### config.mk
export PLATFORM = sky130hd
export DESIGN_NAME = approx_err_monitor
export DESIGN_NICKNAME = d
export VERILOG_FILES = /design/src/rtl/approx_eval_pkg.sv /design/src/rtl/err_dist_unit.sv /design/src/rtl/approx_err_monitor.sv
export SDC_FILE = /design/constraint.sdc
export NUM_CORES = 1
export LEC_CHECK = 0
export CORE_MARGIN = 8
export CORE_UTILIZATION = 57
export DETAILED_ROUTE_END_ITERATION = 6
export PLACE_DENSITY = 0.92
export RECOVER_POWER = 25
export SKIP_CTS_REPAIR_TIMING = 1
export SLEW_MARGIN = 40
export SYNTH_ARGS = -nofsm -noshare
export SYNTH_HDL_FRONTEND = slang
export SYNTH_HIERARCHICAL = 1
export SYNTH_SLANG_ARGS = --single-unit
### constraint.sdc
create_clock -name clk -period 3.6 [get_ports clk]
set_input_delay 0.72 -clock clk [delete_from_list [all_inputs] [get_ports clk]]
set_output_delay 0.72 -clock clk [all_outputs]
set_load 0.01 [all_outputs]
### src/rtl/approx_eval_pkg.sv
// Shared definitions for the approximate-adder evaluation flow: default widths,
// monitor state encoding and a saturating adder used by the statistics counters.
package approx_eval_pkg;

    localparam int unsigned W_DEF     = 16;
    localparam int unsigned CNT_W_DEF = 32;
    localparam int unsigned ACC_W_DEF = 48;

    typedef enum logic [1:0] {
        IDLE  = 2'd0,
        RUN   = 2'd1,
        DRAIN = 2'd2,
        DONE  = 2'd3
    } mon_state_e;

    // Adds two values and clamps the result to the all-ones pattern of 'width' bits (<= 64).
    function automatic logic [63:0] sat_add(input logic [63:0] a, input logic [63:0] b,
                                            input int unsigned width);
        logic [64:0] sum;
        logic [63:0] lim;
        lim = {64{1'b1}} >> (64 - width);
        sum = {1'b0, a} + {1'b0, b};
        if (sum > {1'b0, lim}) begin
            return lim;
        end
        return sum[63:0];
    endfunction

endpackage

### src/rtl/err_dist_unit.sv
// Combinational datapath of the monitor: exact reference sum for the incoming
// operands and the unsigned error distance of a registered exact/approx pair.
module err_dist_unit
    import approx_eval_pkg::*;
#(
    parameter int unsigned W = W_DEF
) (
    input  logic [W-1:0] a,
    input  logic [W-1:0] b,
    input  logic [W:0]   exact_q,
    input  logic [W:0]   approx_q,
    output logic [W:0]   exact,
    output logic [W:0]   ed,
    output logic         ed_nz
);

    always_comb begin
        exact = {1'b0, a} + {1'b0, b};
        // Subtract the smaller from the larger so the distance never wraps.
        if (exact_q >= approx_q) begin
            ed = exact_q - approx_q;
        end else begin
            ed = approx_q - exact_q;
        end
        ed_nz = (ed != '0);
    end

endmodule

### src/rtl/approx_err_monitor.sv
// Error-statistics monitor for an approximate adder: counts samples and errors,
// sums error distance and tracks worst-case error over a run of n_target samples.
module approx_err_monitor
    import approx_eval_pkg::*;
#(
    parameter int unsigned W     = W_DEF,
    parameter int unsigned CNT_W = CNT_W_DEF,
    parameter int unsigned ACC_W = ACC_W_DEF
) (
    input  logic             clk,
    input  logic             rst,
    input  logic             start,
    input  logic [CNT_W-1:0] n_target,
    input  logic             in_valid,
    output logic             in_ready,
    input  logic [W-1:0]     IN1,
    input  logic [W-1:0]     IN2,
    input  logic [W:0]       approx_sum,
    output logic             done,
    output logic [CNT_W-1:0] sample_cnt,
    output logic [CNT_W-1:0] err_cnt,
    output logic [ACC_W-1:0] ed_sum,
    output logic [W:0]       wce
);

    mon_state_e       state;
    logic [CNT_W-1:0] accepted;
    logic [CNT_W-1:0] n_lat;

    logic             s1_valid;
    logic [W:0]       s1_exact;
    logic [W:0]       s1_approx;
    logic             s2_valid;
    logic [W:0]       s2_ed;
    logic             s2_nz;

    logic [W:0]       exact;
    logic [W:0]       ed;
    logic             ed_nz;
    logic             accept;
    logic             start_ok;

    err_dist_unit #(
        .W (W)
    ) u_edu (
        .a        (IN1),
        .b        (IN2),
        .exact_q  (s1_exact),
        .approx_q (s1_approx),
        .exact    (exact),
        .ed       (ed),
        .ed_nz    (ed_nz)
    );

    always_comb begin
        in_ready = (state == RUN) && (accepted < n_lat);
        done     = (state == DONE);
        accept   = in_valid && in_ready;
        start_ok = start && ((state == IDLE) || (state == DONE));
    end

    always_ff @(posedge clk) begin
        if (rst) begin
            state      <= IDLE;
            accepted   <= '0;
            n_lat      <= '0;
            s1_valid   <= 1'b0;
            s1_exact   <= '0;
            s1_approx  <= '0;
            s2_valid   <= 1'b0;
            s2_ed      <= '0;
            s2_nz      <= 1'b0;
            sample_cnt <= '0;
            err_cnt    <= '0;
            ed_sum     <= '0;
            wce        <= '0;
        end else begin
            s1_valid <= accept;
            if (accept) begin
                s1_exact  <= exact;
                s1_approx <= approx_sum;
            end
            s2_valid <= s1_valid;
            if (s1_valid) begin
                s2_ed <= ed;
                s2_nz <= ed_nz;
            end

            unique case (state)
                IDLE, DONE: begin
                    if (start) begin
                        accepted <= '0;
                        n_lat    <= n_target;
                        state    <= (n_target == '0) ? DONE : RUN;
                    end
                end
                RUN: begin
                    if (accept) begin
                        accepted <= accepted + CNT_W'(1);
                        if (accepted + CNT_W'(1) == n_lat) begin
                            state <= DRAIN;
                        end
                    end
                end
                DRAIN: begin
                    if (!s1_valid && !s2_valid) begin
                        state <= DONE;
                    end
                end
                default: state <= IDLE;
            endcase

            // Pipeline is empty whenever start is honoured, so clearing wins outright.
            if (start_ok) begin
                sample_cnt <= '0;
                err_cnt    <= '0;
                ed_sum     <= '0;
                wce        <= '0;
            end else if (s2_valid) begin
                sample_cnt <= CNT_W'(sat_add(64'(sample_cnt), 64'd1, CNT_W));
                err_cnt    <= CNT_W'(sat_add(64'(err_cnt), 64'(s2_nz), CNT_W));
                ed_sum     <= ACC_W'(sat_add(64'(ed_sum), 64'(s2_ed), ACC_W));
                if (s2_ed > wce) begin
                    wce <= s2_ed;
                end
            end
        end
    end

endmodule

==> load_flow_metrics.sql <==
INSERT INTO impl_metrics (metric_group, metric, value, unit) VALUES
('status', 'status', 'finished, violations left', ''),
('status', 'failed_checks', 'capacitance limit, slew limit', ''),
('pwr', 'pwr-share-comb', '0.478', ''),
('global_route', 'number_of_antenna_violations_at_the_first_check_in_global_routing', '0', ''),
('worst_setup_path', 'timing.critical_path.cells', 'inv_1 -> ha_1 -> and3_1 -> and3_1 -> a2111oi_4 -> nor2_4 -> nor2_4 -> mux2i_1 -> xnor2_1 -> nor4_1 -> and4bb_1 -> o2111ai_1 -> mux2i_1 -> nor2_1', ''),
('global_route', 'grtUsageTotal', '0.280', ''),
('route', 'number_of_vias_per_cell', '6.37', ''),
('timing', 'final_period_demand_of_the_worst_path', '3460', 'ps'),
('timing', 'finalSetupViolations', '0', ''),
('cts', 'clock_net_sink_count', '249', ''),
('worst_setup_path', 'critPathCaptureType', 'flop', ''),
('timing', 'hold_viol_final', '0', ''),
('synthesis', 'netlist_instances', '2168', ''),
('cts', 'cts_tree', 'done', ''),
('worst_setup_path', 'timing.critical_path.slowest_cell_delay', '400', 'ps'),
('run', 'timing.max_cap.violations', '1', ''),
('global_route', 'first_global_vias', '17200', ''),
('worst_setup_path', 'cp.buffers_inverters', '1', ''),
('route', 'dr_total_vias', '17900', ''),
('synthesis', 'yosys.area_share.xor_xnor', '0.0408', ''),
('cts', 'clock-root-buffer', 'clkbuf_16', ''),
('route', 'drt_pass1_iterations', '7', ''),
('place', 'gpl.final_weighted_congestion', '1.00', ''),
('cts', 'cts_buffer_depth', '3', ''),
('floorplan', 'chipHeight', '190', 'µm'),
('timing', 'postLayoutSetupSlackWorst', '141', 'ps'),
('route', 'route.final.wire_length', '53.4', 'mm'),
('synthesis', 'synth_simple_gate_area_frac', '0.228', ''),
('worst_setup_path', 'worst_path_dominant_cell_family', 'simple AND/OR/NAND/NOR gates', ''),
('timing', 'fmax', '0.289', 'GHz'),
('route', 'detailedRoute.firstIterationViolations', '1676', ''),
('pwr', 'seq_power_share', '0.271', ''),
('pwr', 'netSwitchingFraction', '0.397', ''),
('worst_setup_path', 'worst_ep_arrival_time', '3860', 'ps'),
('floorplan', 'core_region_area', '0.0296', 'mm²'),
('finish', 'share_of_final_layout_standard_cells_stronger_than_drive_strength_1', '0.0982', ''),
('pwr', 'leakage', '8.09', 'nW'),
('timing', 'unrepaired_setup_endpoints_after_global_routing', 'no', ''),
('worst_setup_path', 'crit_path_max_fanout', '10', ''),
('timing', 'maxSlewViolCount', '37', ''),
('place', 'pre_cts_ws', '-157', 'ps'),
('place', 'dpl.hpwl', '39.5', 'mm'),
('floorplan', 'die_width', '190', 'µm'),
('synthesis', 'main_combinational_cell_family_by_area_after_synthesis', 'compound AO/OA/AOI/OAI gates', ''),
('cts', 'clk_transition_reported_paths', '60', 'ps'),
('min_path', 'type_of_the_most_critical_hold_path', 'reg -> reg', ''),
('synthesis', 'synth-seq-cells', '249', ''),
('finish', 'final_core_utilization', '0.712', ''),
('synthesis', 'syn_nets', '2381', ''),
('finish', 'antenna_cells_inserted', '0', ''),
('pwr', 'peakVddDrop', '0.451', 'mV'),
('route', 'post-route-drc-count', '0', ''),
('floorplan', 'floorplan.die_area', '0.0359', 'mm²'),
('synthesis', 'yosys.area_share.adder', '0.0950', ''),
('timing', 'timing_worst_slew_pin_value', '1680', 'ps'),
('timing', 'finalHoldWorstSlack', '476', 'ps'),
('synthesis', 'synth-seq-area-share', '0.290', ''),
('route', 'route.antenna.remaining_nets', '0', ''),
('timing', 'slew_headroom', '-0.120', ''),
('finish', 'ff_latch_area', '0.00500', 'mm²'),
('finish', 'design.final.nets', '2606', ''),
('global_route', 'grt_start_max_net_pins', '88', ''),
('cts', 'clkLatencyLatePin', '550', 'ps'),
('pwr', 'power.clock.fraction', '0.251', ''),
('place', 'port_buffers', '215', ''),
('finish', 'multiInputGateArea', '0.0112', 'mm²'),
('floorplan', 'initial_utilization', '0.580', ''),
('synthesis', 'synth.area.mux_share', '0.0497', ''),
('pwr', 'power.net_switching', '4.72', 'mW'),
('synthesis', 'yosys.cell_types.count', '97', ''),
('pwr', 'cell_internal_pwr', '7.18', 'mW');
==> final cells by class <==
cell class | count | area share
multi-input cells | 1656 | 0.530
flip-flops and latches | 249 | 0.237
repair buffers | 319 | 0.140
clock buffers | 38 | 0.0384
inverters | 139 | 0.0247
well taps | 390 | 0.0231
clock inverters | 13 | 0.00706
==> cells by family (layout without fill, tap and decap cells) <==
kind of cell / Yosys count / in the layout
compound gates: 602 / 602
xor+xnor: 80 / 80
fa+ha+maj: 128 / 128
buf+inv: 264 / 509
flops: 249 / 249
mux: 85 / 85
simple gates: 760 / 761
==> power groups by stage <==
stage | clock network [mW] | logic (mW) | registers [mW]
floorplan | 0 | 3.96 | 3.21
global route | 3.13 | 6.15 | 3.25
finish | 2.99 | 5.69 | 3.22
CTS | 3.02 | 5.26 | 3.22
detailed placement | 0 | 5.23 | 3.27
global placement | 0 | 5.07 | 3.26
==> synth_stat cells (all sizes together), types with 4 or more instances <==
master	count	area, µm²
a41oi	14	123
inv	139	522
a21o	36	270
a211oi	47	353
o21a	23	173
o2111ai	7	61.3
ha	124	1550
xor2	25	219
mux2i	83	831
a211o	4	35.0
a2111oi	7	86.3
nor4	31	258
a21boi	7	52.6
a311oi	27	262
nand3	67	348
and3	43	282
o211ai	7	52.6
a21oi	185	926
or4	11	82.6
buf	44	269
a22oi	5	37.5
a31oi	55	344
a221oi	7	73.8
nand2	172	653
and2	23	145
or2	12	75.1
or3	10	62.6
nand2b	12	75.1
nor3	56	285
nor2b	19	119
nor3b	8	65.1
dfxtp	249	4980
o211a	7	70.1
xnor2	55	482
o21ai	117	597
fa	4	80.1
clkbuf	81	347
nor2	206	792
o21bai	4	30.0
and4	24	219
a31o	8	70.1
nand4	53	347
==> sequential cells by signal, summed over array words and instances, names as in the netlist <==
register	cells
s1_valid	1
s2_nz	1
wce	17
s1_exact	17
ed_sum	48
state	2
s2_ed	17
err_cnt	32
accepted	32
n_lat	32
s2_valid	1
s1_approx	17
sample_cnt	32
==> worst paths after layout <==
check / slack, ps / endpoint / from / depth (start not counted)
min: 480 / n_lat[27]$_SDFFE_PP0P_ / n_lat[27]$_SDFFE_PP0P_ / 2
max reg2reg: 140 / s2_nz$_SDFFE_PP0P_ / s1_exact[12]$_SDFFE_PP0P_ / 14
max: 140 / s2_nz$_SDFFE_PP0P_ / s1_exact[12]$_SDFFE_PP0P_ / 14
min reg2reg: 480 / n_lat[27]$_SDFFE_PP0P_ / n_lat[27]$_SDFFE_PP0P_ / 2
==> metrics by stage <==
step | power [mW] | instance area (µm²) | cells | setup TNS (ps)
6_report | 11.9 | 21100 | 2804 | 0
5_1_grt | 12.5 | 21100 | 2804 | 0
4_1_cts | 11.5 | 21000 | 2800 | -495
3_5_place_dp | 8.50 | 20000 | 2749 | -308
3_3_place_gp | 8.33 | 20000 | 2749 | -114
2_1_floorplan | 7.17 | 17200 | 2168 | 0
==> routing by layer <==
metal  global-route usage  vias to the layer above  share of wire
met4                0.135                        0          0.045
li1                     -                     8388              -
met3               0.0461                      180          0.082
met5                    0                        -              0
met2                0.476                      884           0.47
met1                0.341                     8419           0.40
==> layout by cell type, fill, tap and decap left out, types with 9 or more instances in the layout <==
master / synthesis / routed
a211oi_1: 47 / 45
a21o_1: 36 / 36
a21oi_1: 185 / 184
a311oi_1: 23 / 23
a31oi_1: 55 / 55
a41oi_1: 14 / 14
and2_1: 21 / 21
and3_1: 39 / 39
and4_1: 20 / 19
buf_4: 4 / 100
clkbuf_16: 0 / 29
clkdlybuf4s50_1: 0 / 154
dfxtp_1: 249 / 242
dlygate4sd3_1: 0 / 59
ha_1: 124 / 123
inv_1: 139 / 139
mux2i_1: 83 / 83
nand2_1: 169 / 169
nand2b_1: 12 / 12
nand3_1: 66 / 66
nand4_1: 52 / 52
nor2_1: 204 / 203
nor2b_1: 19 / 19
nor3_1: 55 / 55
nor4_1: 25 / 25
o21a_1: 23 / 22
o21ai_0: 110 / 109
or2_2: 10 / 9
or3_1: 10 / 10
or4_1: 11 / 10
xnor2_1: 55 / 55
xor2_1: 25 / 25
==> tightest hold or removal path, cell delays in order (launching register included) <==
cell and delay (ps):
dfxtp_2 330, nand2_1 50, a21oi_1 50
Power figures use the tool's default switching activity.
